===== src/rtl/ctrl_pkg.sv =====
// Shared control-path definitions: fetch FSM encoding, opcode constants
// used by both the fetch sequencer and the decoder, ALU/branch encodings.
package ctrl_pkg;

    typedef enum logic [1:0] {
        RESET     = 2'd0,
        FETCH     = 2'd1,
        FETCH_IMM = 2'd2,
        S_INTR    = 2'd3
    } fetch_state_t;

    // Opcodes shared with the decoder
    localparam logic [3:0] OPC_IMM    = 4'd12;
    localparam logic [3:0] OPC_JMPGRP = 4'd11;
    localparam logic [1:0] RA_RTI     = 2'd3;

    // ALU operation select
    localparam logic [2:0] ALU_NOP = 3'd0;
    localparam logic [2:0] ALU_ADD = 3'd1;
    localparam logic [2:0] ALU_SUB = 3'd2;
    localparam logic [2:0] ALU_AND = 3'd3;
    localparam logic [2:0] ALU_OR  = 3'd4;
    localparam logic [2:0] ALU_NOT = 3'd5;
    localparam logic [2:0] ALU_SHL = 3'd6;
    localparam logic [2:0] ALU_SHR = 3'd7;

    // Branch type select
    localparam logic [1:0] BR_NONE = 2'd0;
    localparam logic [1:0] BR_Z    = 2'd1;
    localparam logic [1:0] BR_C    = 2'd2;
    localparam logic [1:0] BR_ALWS = 2'd3;

    // Width needed to index n items, never less than one bit
    function automatic int clog2_min1(input int n);
        return (n > 1) ? $clog2(n) : 1;
    endfunction

endpackage


===== src/rtl/fetch_sequencer_if.sv =====
// Bus between the fetch sequencer and its surroundings: hazard unit,
// IF/ID instruction fields, IRQ lines, and the PC / pipeline-register controls.
interface fetch_sequencer_if
    import ctrl_pkg::*;
#(
    parameter int N_IRQ = 4
) ();

    localparam int IDX_W = clog2_min1(N_IRQ);

    logic             stall;
    logic [3:0]       opcode;
    logic [1:0]       ra;
    logic [N_IRQ-1:0] irq;

    logic             PC_Write_En;
    logic             IF_ID_Write_En;
    logic             Inject_Bubble;
    logic             Inject_Int;
    logic [IDX_W-1:0] int_vec_idx;
    logic             int_active;
    logic             int_en;

    // Sequencer side
    modport master (
        input  stall, opcode, ra, irq,
        output PC_Write_En, IF_ID_Write_En, Inject_Bubble, Inject_Int,
               int_vec_idx, int_active, int_en
    );

    // Pipeline / environment side
    modport slave (
        output stall, opcode, ra, irq,
        input  PC_Write_En, IF_ID_Write_En, Inject_Bubble, Inject_Int,
               int_vec_idx, int_active, int_en
    );

endinterface


===== src/rtl/irq_pending_arb.sv =====
// Interrupt pending register: rising-edge capture of each IRQ line, a
// clear port for the request being serviced (a new edge wins over a clear),
// and a fixed-priority pick where bit 0 is the most urgent.
module irq_pending_arb
    import ctrl_pkg::*;
#(
    parameter int N_IRQ = 4,
    parameter int IDX_W = clog2_min1(N_IRQ)
) (
    input  logic             clk,
    input  logic             rst,
    input  logic [N_IRQ-1:0] irq,
    input  logic             clr_en,
    input  logic [IDX_W-1:0] clr_idx,
    output logic             valid,
    output logic [IDX_W-1:0] idx
);

    logic [N_IRQ-1:0] irq_q;
    logic [N_IRQ-1:0] pending;
    logic [N_IRQ-1:0] rise;
    logic [N_IRQ-1:0] clr_mask;

    // A held-high line produces exactly one rise
    assign rise = irq & ~irq_q;

    // One-hot mask of the request being taken this cycle
    always_comb begin
        // NOTE: every output of a combinational block gets a default first so no latch is inferred.
        clr_mask = '0;
        for (int i = 0; i < N_IRQ; i++) begin
            clr_mask[i] = clr_en && (clr_idx == IDX_W'(i));
        end
    end

    // Edge history and pending bits; the OR after the clear lets a new edge win
    always_ff @(posedge clk or posedge rst) begin
        // NOTE: the pending bits are control state, so they are reset; a pending IRQ must not survive reset.
        if (rst) begin
            irq_q   <= '0;
            pending <= '0;
        end else begin
            // NOTE: sequential state uses non-blocking assignments so every register samples pre-edge values.
            irq_q   <= irq;
            pending <= (pending & ~clr_mask) | rise;
        end
    end

    // Fixed-priority encoder: scanning downward leaves the lowest set index
    always_comb begin
        valid = |pending;
        idx   = '0;
        for (int i = N_IRQ - 1; i >= 0; i--) begin
            if (pending[i]) idx = IDX_W'(i);
        end
    end

endmodule


===== src/rtl/fetch_sequencer.sv =====
// Fetch-control FSM: reset bubble, multi-word immediate fetch, hazard
// stalls and prioritised interrupt entry with a global enable re-armed by RTI.
module fetch_sequencer
    import ctrl_pkg::*;
#(
    parameter int         N_IRQ      = 4,
    parameter int         IMM_WORDS  = 1,
    parameter int         INT_CYCLES = 1,
    parameter logic [3:0] IMM_OPCODE = OPC_IMM,
    parameter logic [3:0] RTI_OPCODE = OPC_JMPGRP,
    parameter logic [1:0] RTI_RA     = RA_RTI
) (
    input  logic               clk,
    input  logic               rst,
    fetch_sequencer_if.master  bus
);

    localparam int IDX_W   = clog2_min1(N_IRQ);
    localparam int CNT_MAX = (IMM_WORDS > INT_CYCLES) ? IMM_WORDS : INT_CYCLES;
    localparam int CNT_W   = clog2_min1(CNT_MAX);

    localparam logic [CNT_W-1:0] IMM_CNT_INIT = CNT_W'(IMM_WORDS - 1);
    localparam logic [CNT_W-1:0] INT_CNT_INIT = CNT_W'(INT_CYCLES - 1);

    fetch_state_t     state;
    logic [CNT_W-1:0] cnt;
    logic             int_en_r;
    logic [IDX_W-1:0] vec_idx_r;

    logic             arb_valid;
    logic [IDX_W-1:0] arb_idx;
    logic             take;
    logic             is_imm;
    logic             is_rti;

    assign is_imm = (bus.opcode == IMM_OPCODE);
    assign is_rti = (bus.opcode == RTI_OPCODE) && (bus.ra == RTI_RA);

    // An interrupt is entered only from an unstalled FETCH with interrupts enabled
    assign take = (state == FETCH) && !bus.stall && int_en_r && arb_valid;

    irq_pending_arb #(
        .N_IRQ (N_IRQ),
        .IDX_W (IDX_W)
    ) u_arb (
        .clk     (clk),
        .rst     (rst),
        .irq     (bus.irq),
        .clr_en  (take),
        .clr_idx (arb_idx),
        .valid   (arb_valid),
        .idx     (arb_idx)
    );

    // State, beat counter, interrupt enable and serviced vector index
    always_ff @(posedge clk or posedge rst) begin
        if (rst) begin
            state     <= RESET;
            cnt       <= '0;
            int_en_r  <= 1'b1;
            vec_idx_r <= '0;
        end else begin
            case (state)
                RESET: state <= FETCH;
                FETCH: begin
                    if (!bus.stall) begin
                        if (int_en_r && arb_valid) begin
                            vec_idx_r <= arb_idx;
                            int_en_r  <= 1'b0;
                            cnt       <= INT_CNT_INIT;
                            state     <= S_INTR;
                        end else if (is_imm) begin
                            cnt   <= IMM_CNT_INIT;
                            state <= FETCH_IMM;
                        end else if (is_rti) begin
                            int_en_r <= 1'b1;
                        end
                    end
                end
                FETCH_IMM, S_INTR: begin
                    if (!bus.stall) begin
                        if (cnt == '0) state <= FETCH;
                        else           cnt   <= cnt - 1'b1;
                    end
                end
                default: state <= FETCH;
            endcase
        end
    end

    // Per-cycle pipeline controls decoded from state and the current inputs
    always_comb begin
        bus.PC_Write_En    = 1'b1;
        bus.IF_ID_Write_En = 1'b1;
        bus.Inject_Bubble  = 1'b0;
        bus.Inject_Int     = 1'b0;
        bus.int_active     = 1'b0;
        case (state)
            RESET: bus.Inject_Bubble = 1'b1;
            FETCH: begin
                if (bus.stall) begin
                    bus.PC_Write_En    = 1'b0;
                    bus.IF_ID_Write_En = 1'b0;
                end else if (take) begin
                    bus.Inject_Int = 1'b1;
                end else if (is_imm) begin
                    bus.IF_ID_Write_En = 1'b0;
                    bus.Inject_Bubble  = 1'b1;
                end
            end
            FETCH_IMM: begin
                if (cnt != '0) begin
                    bus.IF_ID_Write_En = 1'b0;
                    bus.Inject_Bubble  = 1'b1;
                end
                if (bus.stall) begin
                    bus.PC_Write_En    = 1'b0;
                    bus.IF_ID_Write_En = 1'b0;
                end
            end
            S_INTR: begin
                bus.int_active = 1'b1;
                if (bus.stall) begin
                    bus.PC_Write_En    = 1'b0;
                    bus.IF_ID_Write_En = 1'b0;
                end
            end
            default: ;
        endcase
    end

    assign bus.int_vec_idx = vec_idx_r;
    assign bus.int_en      = int_en_r;

endmodule


===== src/flat_wrapper.sv =====
// flat-port wrapper written by rule: the top's interface ports become plain ports
module fetch_sequencer_flat import ctrl_pkg::*;
#(
    parameter int         N_IRQ      = 4,
    parameter int         IMM_WORDS  = 1,
    parameter int         INT_CYCLES = 1,
    parameter logic [3:0] IMM_OPCODE = OPC_IMM,
    parameter logic [3:0] RTI_OPCODE = OPC_JMPGRP,
    parameter logic [1:0] RTI_RA     = RA_RTI
)
  (clk, rst, bus_stall, bus_opcode, bus_ra, bus_irq, bus_PC_Write_En, bus_IF_ID_Write_En, bus_Inject_Bubble, bus_Inject_Int, bus_int_vec_idx, bus_int_active, bus_int_en);
  fetch_sequencer_if #(.N_IRQ(N_IRQ)) bus_i ();
  input  logic clk;
  input  logic rst;
  input wire logic [$bits(bus_i.stall)-1:0] bus_stall;
  input wire logic [$bits(bus_i.opcode)-1:0] bus_opcode;
  input wire logic [$bits(bus_i.ra)-1:0] bus_ra;
  input wire logic [$bits(bus_i.irq)-1:0] bus_irq;
  output wire logic [$bits(bus_i.PC_Write_En)-1:0] bus_PC_Write_En;
  output wire logic [$bits(bus_i.IF_ID_Write_En)-1:0] bus_IF_ID_Write_En;
  output wire logic [$bits(bus_i.Inject_Bubble)-1:0] bus_Inject_Bubble;
  output wire logic [$bits(bus_i.Inject_Int)-1:0] bus_Inject_Int;
  output wire logic [$bits(bus_i.int_vec_idx)-1:0] bus_int_vec_idx;
  output wire logic [$bits(bus_i.int_active)-1:0] bus_int_active;
  output wire logic [$bits(bus_i.int_en)-1:0] bus_int_en;
  assign bus_i.stall = bus_stall;
  assign bus_i.opcode = bus_opcode;
  assign bus_i.ra = bus_ra;
  assign bus_i.irq = bus_irq;
  assign bus_PC_Write_En = bus_i.PC_Write_En;
  assign bus_IF_ID_Write_En = bus_i.IF_ID_Write_En;
  assign bus_Inject_Bubble = bus_i.Inject_Bubble;
  assign bus_Inject_Int = bus_i.Inject_Int;
  assign bus_int_vec_idx = bus_i.int_vec_idx;
  assign bus_int_active = bus_i.int_active;
  assign bus_int_en = bus_i.int_en;
  fetch_sequencer #(.N_IRQ(N_IRQ), .IMM_WORDS(IMM_WORDS), .INT_CYCLES(INT_CYCLES), .IMM_OPCODE(IMM_OPCODE), .RTI_OPCODE(RTI_OPCODE), .RTI_RA(RTI_RA)) u_core (.clk(clk), .rst(rst), .bus(bus_i));
endmodule

===== config.mk =====
export PLATFORM = sky130hd
export DESIGN_NAME = fetch_sequencer_flat
export DESIGN_NICKNAME = d
export VERILOG_FILES = /design/src/rtl/ctrl_pkg.sv /design/src/rtl/fetch_sequencer_if.sv /design/src/rtl/irq_pending_arb.sv /design/src/rtl/fetch_sequencer.sv /design/src/flat_wrapper.sv
export SDC_FILE = /design/constraint.sdc
export NUM_CORES = 1
export LEC_CHECK = 0
export BUFFER_PORTS_ARGS = -buffer_cell sky130_fd_sc_hd__buf_2
export CORE_UTILIZATION = 45
export DETAILED_ROUTE_END_ITERATION = 12
export PLACE_DENSITY_LB_ADDON = 0.08
export SLEW_MARGIN = 30
export SYNTH_ARGS = -nofsm -noshare
export SYNTH_HDL_FRONTEND = slang
export SYNTH_SLANG_ARGS = --single-unit

===== constraint.sdc =====
create_clock -name clk -period 1.5 [get_ports clk]
set_input_delay 0.075 -clock clk [delete_from_list [all_inputs] [get_ports clk]]
set_output_delay 0.075 -clock clk [all_outputs]
set_load 0.005 [all_outputs]

==> flow_summary.yaml <==
critical_path:
  crit_path_start_kind: "register"
  rr_worst_depth: 6
  critical_path_required_ns: 1.42
  cpMaxStageDelayCell: "o41a_1"
  crit_path_max_incr_delay_ns: 0.47
  cp-end-kind: "output port"
  crit_fanout: 4
  crit_arrival_ns: 1.56
  crit_chain: "o41a_1, o31a_1, nor2_1, buf_2"
  worstSetupPathType: "register to output port"
clock_tree:
  cts-buffers-inserted: 3
  h-tree-depth: 1
  worstSkewPairLatency_ns: 0.27
  cts.clk_slew.worst_paths_ns: 0.07
  cts_tree: "done"
  cts_buffer_depth: 2
  clockRootBuffer: "clkbuf_4"
  clock-sinks: 13
sta:
  finalWorstPathRequiredPeriod_ns: 1.632
  rsz0062_at_grt: "true"
  clock_skew_ns: 0.002664
  setup_violations: 3
  worst_slack_ns: -0.1320
  slew_headroom: 0.6850
  worst_pin_slew_ns: 0.4720
  hold_viol: 0
  period_share: 1.088
  slew_viol_final: 0
  fmax_mhz: 612.7
place:
  post-dp-hpwl_um: 806.2
  port_buffers: 20
  place_inst: 91
  gp_congestion: 0.7480
outcome:
  run_status: "finished with violations"
  violations: "negative setup slack"
die:
  die_h_um: 38.15
  initial_utilization: 0.5087
  dieArea_um2: 1455
  row_count: 12
  ios: 21
  die_width_um: 38.15
  core_um2: 1156
global_routing:
  gr-total-overflow: 0
  grt_max_degree: 14
  grt_pass1_wl_um: 2028
  grt_pass1_vias: 520
  antenna_found_initial: 0
  track_usage: 0.2013
routing:
  vias_per_cell: 5.067
  dr_total_vias: 527
  post_drt_wl_per_cell_um: 11.13
  drcViolationCount: 0
  drt_pass1_iterations: 2
  ant_nets: 0
  wl_um: 1157
  initialDrtViolationCount: 6
power_and_ir_drop:
  p_leak_uw: 0.0004075
  ir_drop_v: 0.0008932
  power.density_nw_per_um2: 1125
finish:
  drive_gt1_frac: 0.3778
  num_antenna_cells: 0
  fillerInstances: 76
  stdcell_count: 104
  layout.nets: 104
  regArea_um2: 326.6
  synthToLayoutAreaGrowth_pct: 43.83
  final_core_util: 0.7316
  multi_input_area_um2: 250.2
synth:
  syn_area_per_cell_um2: 10.69
  seq_area_frac_synth: 0.5553
  yosysWarnings: 0
  ys_ff_latch: 13
  synth.distinct_cells: 25
  syn_inst: 55
  syn-num-nets: 68
  netlist_area_um2: 588.1
min_path:
  whs_path_depth: 3
  min_path_type: "input pin to register"
flow_run:
  max_cap_viol_count: 0
==> state kept, by name (all words and copies together), names as in the netlist <==
register and flops:
u_core.bus.int_vec_idx 2, u_core.state 2, u_core.bus.int_en 1, u_core.u_arb.pending 4
u_core.u_arb.irq_q 4
==> cell type report <==
cell class,instances,share of cell area
Inverter,6,0.02663
Sequential cell,13,0.3861
Multi-Input combinational cell,36,0.2959
Tap cell,14,0.02071
Clock buffer,4,0.03107
Timing Repair Buffer,31,0.2396
==> where the power goes <==
part,internal (uW),total (uW),switching [uW],leakage [uW]
sequential,418,478,60.3,0.000141
combinational,156,271,115,0.000252
clock,103,202,99.3,0.0000150
==> worst max-delay path: cells and delay by family, from the launching register on <==
family | cells | cell delay [ns]
AO/OA/AOI/OAI | 2 | 0.72
flip-flops | 1 | 0.39
buffers and inverters | 1 | 0.11
AND/OR/NAND/NOR | 1 | 0.08
==> cells by family (layout without fill, tap and decap cells) <==
| family | Yosys count | after routing | share of synthesized area |
|---|---|---|---|
| AO/OA/AOI/OAI | 17 | 17 | 0.2085 |
| buffers and inverters | 6 | 41 | 0.03830 |
| flip-flops | 13 | 13 | 0.5553 |
| AND/OR/NAND/NOR | 19 | 19 | 0.1979 |
==> layer usage <==
metal  up-vias  GRT usage  part of all wire
li1        270          -                 -
met1       247     0.2654              0.46
met2        10     0.3263              0.50
met3         0    0.08721             0.036
met4         0          0                 0
met5         -          0                 0
==> placed cells by master (no fill, tap or decap) <==
cell,netlist,layout
buf_2,0,20
dfrtp_1,12,12
nor2_1,7,6
inv_1,6,6
dlygate4sd3_1,0,5
o21ai_0,4,4
buf_4,0,4
nand2_1,3,3
clkbuf_4,0,3
nand4bb_1,2,2
a22o_1,2,2
buf_6,0,2
nor3b_1,1,1
and4b_1,1,1
a41oi_1,1,1
o41a_1,1,1
and2_2,1,1
and4bb_2,1,1
o21a_1,1,1
o31ai_1,1,1
o22ai_1,1,1
and2_1,1,1
nor2b_1,1,1
nor2_4,0,1
a21boi_1,0,1
o31a_1,1,1
o41ai_1,1,1
nand2b_1,1,1
a21oi_1,2,1
a2bb2oi_1,1,1
a21oi_2,0,1
clkbuf_1,0,1
dfstp_2,1,1
==> stage by stage <==
step / worst slack, ns / setup TNS (ns) / area, um2 / power (uW) / hold slack [ns]
5_1_grt: -0.2261 / -0.5312 / 845.8 / 1031 / 0.1285
3_3_place_gp: 0.09928 / 0 / 720.7 / 719.1 / 0.1141
6_report: -0.1320 / -0.2966 / 845.8 / 951.6 / 0.1188
2_1_floorplan: 0.2084 / 0 / 588.1 / 609.7 / -0.04876
3_5_place_dp: 0.09022 / 0 / 720.7 / 720.8 / 0.1177
4_1_cts: -0.1312 / -0.2066 / 849.6 / 947.8 / 0.1145
==> final timing paths <==
| kind | startpoint | end | slack (ns) |
|---|---|---|---|
| min reg2reg | u_core.u_arb.irq_q[3]$_DFF_PP0_ | u_core.u_arb.pending[3]$_DFF_PP0_ | 0.42 |
| min | bus_opcode[0] | u_core.bus.int_en$_DFFE_PP1P_ | 0.12 |
| max reg2reg | u_core.u_arb.pending[1]$_DFF_PP0_ | u_core.state[0]$_DFFE_PP0P_ | 0.07 |
| min in group asynchronous | rst | u_core.bus.int_vec_idx[0]$_DFFE_PP0P_ | 0.36 |
| max | u_core.u_arb.pending[1]$_DFF_PP0_ | bus_Inject_Bubble | -0.13 |
| max in group asynchronous | rst | u_core.bus.int_en$_DFFE_PP1P_ | 0.80 |
==> cell usage after synthesis, drive strengths merged <==
| library cell | number | share of area |
|---|---|---|
| dfrtp | 12 | 0.51 |
| o21ai | 4 | 0.034 |
| dfstp | 1 | 0.045 |
| and2 | 2 | 0.023 |
| nand4bb | 2 | 0.038 |
| o41ai | 1 | 0.015 |
| o31ai | 1 | 0.013 |
| nor3b | 1 | 0.013 |
| o41a | 1 | 0.019 |
| nand2 | 3 | 0.019 |
| a2bb2oi | 1 | 0.015 |
| and4bb | 1 | 0.021 |
| a21oi | 2 | 0.017 |
| o22ai | 1 | 0.011 |
| a22o | 2 | 0.030 |
| nand2b | 1 | 0.011 |
| a41oi | 1 | 0.015 |
| o21a | 1 | 0.013 |
| and4b | 1 | 0.017 |
| a21boi | 1 | 0.013 |
| nor2b | 1 | 0.011 |
| nor2 | 7 | 0.045 |
| inv | 6 | 0.038 |
| o31a | 1 | 0.015 |
==> timing repair <==
action                                  CTS  global route
endpoints found under the setup margin    3             4
setup buffers                             5             2
hold buffers                              5             0
gates cloned                              0             0
hold endpoints to repair                 16             0
gates resized for setup                   5             4
pin swaps                                 4             0
No activity file was read; power rests on OpenSTA's default activity.
